### config.mk
export PLATFORM = sky130hd
export DESIGN_NAME = uart_rx_fifo
export DESIGN_NICKNAME = d
export VERILOG_FILES = /design/src/rtl/uart_pkg.sv /design/src/rtl/uart_rx_fifo_mem.sv /design/src/rtl/uart_rx_fifo.sv
export SDC_FILE = /design/constraint.sdc
export NUM_CORES = 1
export LEC_CHECK = 0
export CAP_MARGIN = 20
export CORE_MARGIN = 1
export CORE_UTILIZATION = 50
export CTS_BUF_LIST = sky130_fd_sc_hd__clkbuf_16
export DETAILED_ROUTE_END_ITERATION = 10
export MAX_ROUTING_LAYER = met4
export PLACE_DENSITY = 0.68
export SLEW_MARGIN = 10
export SYNTH_ARGS = -nofsm -noshare
export SYNTH_HDL_FRONTEND = slang
export SYNTH_HIERARCHICAL = 1
export SYNTH_SLANG_ARGS = --single-unit
### constraint.sdc
create_clock -name clk -period 3.4 [get_ports clk]
set_input_delay 0.51 -clock clk [delete_from_list [all_inputs] [get_ports clk]]
set_output_delay 0.51 -clock clk [all_outputs]
set_load 0.01 [all_outputs]
### src/rtl/uart_pkg.sv
// Shared UART definitions: baud divider, byte type and FIFO pointer width helper.
package uart_pkg;

  localparam int BAUD_TICKS = 5208;

  typedef logic [7:0] uart_byte_t;

  // Pointer width for a power-of-two FIFO: address bits plus one wrap bit.
  function automatic int ptr_width(input int depth);
    return $clog2(depth) + 1;
  endfunction

endpackage

### src/rtl/uart_rx_fifo_mem.sv
// Storage array for the UART receive FIFO.
// Synchronous write port, asynchronous read port; contents are never reset.
module uart_rx_fifo_mem #(
  parameter int DEPTH = 16,
  parameter int WIDTH = 8
) (
  input  logic                     clk,
  input  logic                     we,
  input  logic [$clog2(DEPTH)-1:0] waddr,
  input  logic [WIDTH-1:0]         wdata,
  input  logic [$clog2(DEPTH)-1:0] raddr,
  output logic [WIDTH-1:0]         rdata
);

  logic [WIDTH-1:0] mem [DEPTH];

  // Write the incoming byte into the addressed slot.
  always_ff @(posedge clk) begin
    if (we) begin
      mem[waddr] <= wdata;
    end
  end

  assign rdata = mem[raddr];

endmodule

### src/rtl/uart_rx_fifo.sv
// UART receive byte FIFO with first-word fall-through valid/ready output.
// Bytes arriving while full are dropped and flagged by a sticky overflow.
// Optional feature macro: UART_RX_FIFO_DROPCNT_EN adds a saturating drop_count port.
module uart_rx_fifo
  import uart_pkg::*;
#(
  parameter int DEPTH = 16,
  parameter int WIDTH = 8
) (
  input  logic                     clk,
  input  logic                     rst,
  input  logic [WIDTH-1:0]         rx_byte,
  input  logic                     rx_valid,
  output logic [WIDTH-1:0]         out_data,
  output logic                     out_valid,
  input  logic                     out_ready,
  output logic [$clog2(DEPTH):0]   level,
  output logic                     full,
  output logic                     overflow,
  input  logic                     ovf_clr
`ifdef UART_RX_FIFO_DROPCNT_EN
  ,
  output logic [7:0]               drop_count
`endif
);

  localparam int PW = ptr_width(DEPTH);
  localparam int AW = PW - 1;

  logic [PW-1:0] wp;
  logic [PW-1:0] rp;
  logic          push;
  logic          pop;
  logic          drop;

  // Flags come straight from the registered pointers; the wrap bit tells full from empty.
  assign level     = wp - rp;
  assign out_valid = (wp != rp);
  assign full      = (wp[AW] != rp[AW]) && (wp[AW-1:0] == rp[AW-1:0]);

  // A pop frees a slot this cycle, so a push is still accepted when full and popping.
  assign pop  = out_valid && out_ready;
  assign push = rx_valid && (!full || pop);
  assign drop = rx_valid && full && !pop;

  // Pointer registers; reset empties the FIFO and discards any byte in that cycle.
  always_ff @(posedge clk) begin
    if (rst) begin
      wp <= '0;
      rp <= '0;
    end else begin
      if (push) begin
        wp <= wp + PW'(1);
      end
      if (pop) begin
        rp <= rp + PW'(1);
      end
    end
  end

  // Sticky overflow flag; a drop wins over a simultaneous clear.
  always_ff @(posedge clk) begin
    if (rst) begin
      overflow <= 1'b0;
    end else if (drop) begin
      overflow <= 1'b1;
    end else if (ovf_clr) begin
      overflow <= 1'b0;
    end
  end

`ifdef UART_RX_FIFO_DROPCNT_EN
  // Saturating drop counter; a clear together with a drop leaves a count of one.
  always_ff @(posedge clk) begin
    if (rst) begin
      drop_count <= 8'd0;
    end else if (ovf_clr) begin
      drop_count <= drop ? 8'd1 : 8'd0;
    end else if (drop && drop_count != 8'hFF) begin
      drop_count <= drop_count + 8'd1;
    end
  end
`endif

  uart_rx_fifo_mem #(
    .DEPTH(DEPTH),
    .WIDTH(WIDTH)
  ) u_mem (
    .clk  (clk),
    .we   (push && !rst),
    .waddr(wp[AW-1:0]),
    .wdata(rx_byte),
    .raddr(rp[AW-1:0]),
    .rdata(out_data)
  );

endmodule

==> run summary, run 1 <==
The cell area after layout is 6800 um^2. The max-slew violation total from the final report came out at 0. The worst flop-to-flop path startpoint is wp[0]. The worst hold path begins at overflow. The number of failing hold endpoints at the final stage came out at 0.

Data on the critical path arrives at its endpoint at 2.60 ns. In this run the worst hold path is classified as flip-flop to flip-flop. The final estimated routing congestion in global placement came out at 0.792. The capturing element type of the critical path is a primary output. The worst setup path is of the flip-flop to primary output kind. In this run the clock root is driven by a clkbuf_16.

The via count of the first global-routing pass came out at 3,005. The number of sinks on the clock net came out at 139. The area added between synthesis and finish is 20.0%. Summed over all cells, the static leakage comes to 0.00224 uW. The tightest hold path in the finished design has a slack of 0.502 ns.

The cell taking the most area after synthesis is edfxtp_1. The synthesized cell area came out at 5670 um^2. The synthesized instance count is 297. The flow ran to the end, and the final reports show no timing, DRC or antenna violations. The pre-CTS setup slack is 0.555 ns.

Counting flops and latches in the post-synthesis netlist gives 139. STA classifies the critical path startpoint as a flip-flop. The share of synthesized area occupied by flip-flops and latches came out at 0.717. Power spread over the standard cell area amounts to 630 nW/um^2.

The initial core utilization is 0.518. Setup repair after global routing left no endpoint under its margin. The net count reported at finish came out at 375.

The count of maximum capacitance violations came out at 0. The count of different cell masters after synthesis is 39. The endpoint identified for the worst register-to-register timing path is u_mem/mem[0][7].

The highest net fanout along the worst path is 24. The share of cells above drive strength 1 came out at 0.207. The count of synthesis-stage warnings from yosys is 6. The fraction of post-synthesis cell area in the top cell type by area came out at 0.678. The number of diodes is 0.

The mean post-synth cell area came out at 19.1 um^2. The total number of placement rows came out at 38. The number of setup violations in the final report is 0. The setup TNS came out at 0 ns.

The largest clock skew in the final design is 0.00910 ns. The number of antenna violations at the first check in global routing came out at 0. The slew of the pin with the lowest slew margin is 0.653 ns. The data required time at the worst endpoint came out at 2.89 ns. The total overflow reported by the global router is 0. The worst register-to-register path has a depth of 8. The DRC violation count after routing came out at 0. The worst slew slack as a fraction of its limit is 0.563.

The detailed router finished its first iteration with 153 violations. Ranked by total cell area, the synthesized netlist is headed by edfxtp_1 68%, mux4_2 7.2%, mux4_1 6.5%. The placed instance area came out at 6210 um^2.

After detailed routing, the average wire length per cell comes to 21.4 um. The antenna violation net count after detailed routing is 0. The HPWL after detailed placement is 7010 um. The cell depth of the worst min-delay path came out at 2. The post-layout worst setup margin came out at 0.290 ns.

After clock tree synthesis, the flow added hold-fix buffers numbering 0. The vertical extent of the die is 108 um. Buffers placed on the I/O ports in this run total 28. The clock tree synthesis step divided the H-tree into 4 levels. Based on the critical path, the design can be clocked at up to 0.322 GHz.

The largest net degree at the start of global routing came out at 27. The count of pins on the block boundary came out at 29. The length of the first detailed-routing pass in iterations came out at 4. The clock reaches the later pin of the worst-skew pair after 0.41 ns. The clock transition time at the flip-flop clock pins of the worst setup and hold paths came out at 0.06 ns. The routed layout has 2,906 vias. TritonCTS built the clock tree.

In the finished design, the share of the clock period the worst path needs comes to 0.915. In the layout the commonest cells are 128 x edfxtp_1, 28 x clkdlybuf4s50_1, 23 x nor2_1, 21 x buf_4, 18 x mux4_2. The final period demand of the worst path is 3.11 ns.

The worst-case clock buffer depth is 2. The register-to-register setup slack came out at 0.59 ns. The peak ir drop on the vdd network is 0.310 mV. For this run, the total global-route usage over all layers was measured as 0.211. The full die area came out at 11,800 um^2. The area of the placeable core is 10,900 um^2.

The global-route wire length before repair came out at 17,000 um. Clock tree synthesis inserted a total of 17 buffers. Leaving out fill and tap cells, the most frequent cell in the layout is edfxtp_1. The die boundary width came out at 108 um. The number of vias per cell came out at 5.72. The number of nets in the synthesized netlist is 317. For hold timing, the worst endpoint is overflow. Wires add up to 10,900 um.
-- stage by stage --
stage | util | total power (uW) | cells
final | 0.622 | 4280 | 508
after detailed placement | 0.568 | 2520 | 476
after CTS | 0.622 | 4320 | 508
after floorplan | - | 2310 | 297
after global placement | 0.568 | 2520 | 476
after global routing | 0.622 | 4440 | 508
-- flip-flops by register name (all words and copies together), names as in the netlist --
signal	count
wp	5
u_mem/mem	128
overflow	1
rp	5
-- per-layer routing --
layer / global-route usage / routed length, um / vias to the layer above
met5: - / 0 / -
met1: 0.283 / 5030 / 1510
met4: 0.0521 / 70 / 0
met2: 0.324 / 5430 / 48
li1: - / - / 1341
met3: 0.0567 / 359 / 7
-- logic make-up after synthesis --
kind of cell               Yosys count  synth area share
AOI/OAI and AO/OA                   32            0.0417
xor gates and xnor gates            11            0.0183
adders and majority gates            7            0.0168
buffers and inverters               19            0.0212
DFF                                139             0.717
muxes                               33             0.138
and+or+nand+nor                     56            0.0466
-- repair_timing --
| action | 4_1_cts | 5_1_grt |
|---|---|---|
| gates resized for setup | 0 | 1 |
| endpoints found under the hold margin | 0 | 0 |
| setup endpoints to repair | 0 | 2 |
| setup buffers | 0 | 0 |
-- how the worst max path moves through the flow --
| stage | startpoint | end | slack (ns) | cells after the start |
|---|---|---|---|---|
| 2_1_floorplan | wp[0] | u_mem/mem[0][0] | 0.56 | 7 |
| 3_3_place_gp | rp[0] | out_data[0] | 0.56 | 5 |
| 3_5_place_dp | rp[0] | out_data[0] | 0.56 | 5 |
| 4_1_cts | rp[0] | out_data[0] | 0.12 | 5 |
| 5_1_grt | wp[0] | level[4] | 0.13 | 8 |
| 6_report | rp[0] | out_data[0] | 0.29 | 5 |
-- critical path, cell delays in order, from the launching register on --
cell and delay (ns):
dfxtp_4 0.49, buf_12 0.25, mux4_1 0.59, a22oi_1 0.22, nand2_1 0.12, clkdlybuf4s50_1 0.50
-- synthesized netlist by cell type, drive strengths merged --
cell           number
nand3               4
nor2b               1
buf                 7
nand2              11
fa                  1
ha                  6
and4                1
dfxtp              11
inv                 8
and2b               1
xor2                4
o211ai              1
mux4               32
clkdlybuf4s25       3
nor3                4
a21o                2
o311ai              1
clkbuf              1
a32oi               1
mux2i               1
or3b                1
a22oi              16
edfxtp            128
nand3b              2
a21oi               6
nor2               23
nand4               3
nand2b              2
xnor2               7
a31oi               1
and2                1
o31ai               1
or3                 2
o21ai               3
-- where the power goes --
group,switching [uW],internal (uW),leakage (uW)
Combinational,252,309,0.000714
Clock,710,1090,0.000283
Sequential,33.5,1890,0.00124
-- layout make-up --
type                            instances  area [um^2]
Fill cell                             784         4130
Sequential cell                       139         4070
Multi-Input combinational cell        139         1480
Timing Repair Buffer                   50          458
Clock buffer                           17          425
Tap cell                              140          175
Clock inverter                         15          163
Inverter                                8         30.0
Power figures use the tool's default switching activity.
==> run 2, diff against run 1 <==
CTS_BUF_LIST = sky130_fd_sc_hd__clkbuf_8   (was sky130_fd_sc_hd__clkbuf_16)
==> run summary, run 2 (same netlist as run 1, synthesis figures left out) <==
The commonest non-fill, non-tap cell in the layout is edfxtp_1 (unchanged). The initial core utilization came to 0.518 (unchanged). The number of vias per cell came to 5.67 (was 5.72).

The uppermost layer routed is met4 (unchanged). The share of cells above drive strength 1 came to 0.207 (unchanged). The worst slew slack as a fraction of its limit came out at 0.554 (was 0.563).

The violation count after the first detailed-route iteration was 136 (was 153). The area of the placeable core came to 10,900 um^2 (unchanged). Chain of cells forming the critical path: buf_12 > mux4_1 > a22oi_1 > nand2_1 > clkdlybuf4s50_1 (unchanged).

The number of diodes is 0 (unchanged). The type of the worst setup path was flip-flop to primary output (unchanged). The library cell contributing the largest single delay on the critical path is mux4_1 (unchanged). The clock insertion delay at the later pin of the skew report came out at 0.44 ns (was 0.41 ns). The worst-case clock buffer depth came out at 2 (unchanged). The count of maximum capacitance violations was 0 (unchanged). The type of the tightest min-delay check is flip-flop to flip-flop (unchanged). The power per unit of standard cell area came to 573 nW/um^2 (was 630 nW/um^2). The family with the most delay on the worst path is buffers and inverters (unchanged). The critical register-to-register path endpoint is u_mem/mem[0][1] (was u_mem/mem[0][7]). The average wire per cell in the routed design was 21.0 um (was 21.4 um). The total number of placement rows is 38 (unchanged). The largest incremental delay on the critical path is 0.59 ns (about the same). The via count of the first global-routing pass is 2,967 (was 3,005). The timing-limited maximum frequency came out at 0.316 GHz (was 0.322 GHz). The HPWL after detailed placement is 7010 um (unchanged).

The cell depth of the worst min-delay path is 2 (unchanged). The full die area came out at 11,800 um^2 (unchanged). The leakage power figure is 0.00215 uW (was 0.00224 uW).

The count of pins on the block boundary is 29 (unchanged). The net count reported at finish was 375 (unchanged). The largest clock skew in the final design is 0.00826 ns (was 0.00910 ns). The arrival time at the worst endpoint came out at 2.65 ns (was 2.60 ns). The startpoint of the tightest hold check path was overflow (unchanged). The DRC violation count after routing came to 0 (unchanged). The largest register by flop count is u_mem/mem (unchanged). The number of failing hold endpoints at the final stage is 0 (unchanged).

The final clock period utilization by the worst path is 0.930 (was 0.915). The data required time at the worst endpoint came out at 2.89 ns (about the same). The largest net degree at the start of global routing came to 27 (unchanged).

The setup TNS was 0 ns (unchanged). The total overflow reported by the global router came out at 0 (unchanged). The cell at the root of the clock tree was clkbuf_8 (was clkbuf_16). The hold path endpoint was overflow (unchanged).

The overall global routing resource usage is 0.210 (was 0.211). The amount of wire on met2 after detailed routing was 5290 um (was 5430 um). The number of buffers inserted during clock tree synthesis is 17 (unchanged). The number of buffer cells added on primary ports is 28 (unchanged). The number of vias in the routed layout is 2,882 (was 2,906). The clock transition time at the flip-flop clock pins of the worst setup and hold paths came to 0.08 ns (was 0.06 ns). The die boundary width is 108 um (unchanged). The logic depth of the worst register-to-register path came out at 8 (unchanged).

Leading cell types in the layout, fill and taps excluded: 128 x edfxtp_1, 28 x clkdlybuf4s50_1, 23 x nor2_1, 21 x buf_4, 18 x mux4_2 (unchanged). The global-route wire length before repair is 16,700 um (was 17,000 um). The filler cell count came out at 800 (was 784).

The vertical extent of the die is 108 um (unchanged). The TritonCTS clock tree is done (unchanged). Registers with the highest flip-flop counts: u_mem/mem: 128 flops, rp: 5 flops, wp: 5 flops (unchanged). The final period demand of the worst path is 3.16 ns (was 3.11 ns). The peak ir drop on the vdd network is 0.262 mV (was 0.310 mV).

The detailed-routing wirelength on met1 was 4820 um (was 5030 um). The worst flop-to-flop path startpoint is wp[0] (unchanged). The final estimated routing congestion in global placement is 0.792 (unchanged).

The met3 wirelength from detailed routing was 478 um (was 359 um). The slew of the pin with the lowest slew margin came out at 0.667 ns (was 0.653 ns). Unrepaired setup endpoints after global routing: false (unchanged). Status: completed (unchanged). The total detailed-routing wirelength came out at 10,700 um (was 10,900 um). The number of sinks on the clock net came out at 139 (unchanged).

The highest net fanout along the worst path is 24 (unchanged). The combined buffer and inverter count along the critical path came out at 2 (unchanged). The beginning of the critical path is rp[0] (unchanged). The number of antenna violations at the first check in global routing was 0 (unchanged). The maximum level of the CTS H-tree is 4 (unchanged).

The area added between synthesis and finish is 16.6% (was 20.0%). The register-to-register setup slack came out at 0.61 ns (was 0.59 ns). The capturing element type of the critical path is a primary output (unchanged). The total power came out at 3790 uW (was 4280 uW). The type of origin of the critical path is a flip-flop (unchanged).

The length of the first detailed-routing pass in iterations came out at 4 (unchanged). The flip-flop count of the largest register, all copies and words added came to 128 (unchanged). The number of setup violations in the final report is 0 (unchanged).

The max-slew violation total from the final report came to 0 (unchanged). The antenna violation net count after detailed routing is 0 (unchanged). The hold buffer count at CTS came out at 0 (unchanged).
## run 2: cell counts in the layout (fill, tap and decap cells not counted)
No cell type changed its count.
## run 2: power by group
part | internal, uW | switching [uW]
sequential | 1880 | 33.2
clock | 662 | 650
combinational | 309 | 251
## run 2: worst max path at each step
stage,slack [ns],cells after the start,end
floorplan,0.56,7,u_mem/mem[0][0]
global placement,0.56,5,out_data[0]
detailed placement,0.56,5,out_data[0]
CTS,0.06,5,out_data[0]
global route,0.08,8,level[4]
finish,0.24,5,out_data[0]
## run 2: tightest hold or removal path, delay by kind of cell, from the launching register on
| family | cells | cell delay (ns) |
|---|---|---|
| flops | 1 | 0.34 |
| simple gates | 1 | 0.08 |
| compound gates | 1 | 0.06 |
## run 2: area by class of cell
| class | count | area (um^2) | area share |
|---|---|---|---|
| timing repair buffer | 50 | 458 | 0.0693 |
| sequential | 139 | 4070 | 0.615 |
| clock buffer | 17 | 234 | 0.0354 |
| inverter | 8 | 30.0 | 0.00454 |
| clock inverter | 15 | 163 | 0.0246 |
| tap | 140 | 175 | 0.0265 |
| multi-input combinational | 139 | 1480 | 0.224 |
## run 2: metal layers
| metal | global-route usage | vias to the layer above |
|---|---|---|
| met2 | 0.321 | 64 |
| li1 | - | 1335 |
| met3 | 0.0561 | 9 |
| met4 | 0.0637 | 0 |
| met5 | - | - |
| met1 | 0.278 | 1474 |
## run 2: repair_timing
action                     CTS  global route
setup endpoints to repair    0             5
setup buffers                0             0
resized for setup            0             1
## run 2: through the flow
stage | cells | utilization | hold WS, ns | setup slack [ns] | area, um^2
after CTS | 508 | 0.604 | 0.511 | 0.0620 | 6610
after global placement | 476 | 0.568 | 0.473 | 0.564 | 6210
final | 508 | 0.604 | 0.506 | 0.237 | 6610
after floorplan | 297 | - | 0.502 | 0.557 | 5670
after global routing | 508 | 0.604 | 0.562 | 0.0820 | 6610
after detailed placement | 476 | 0.568 | 0.492 | 0.555 | 6210
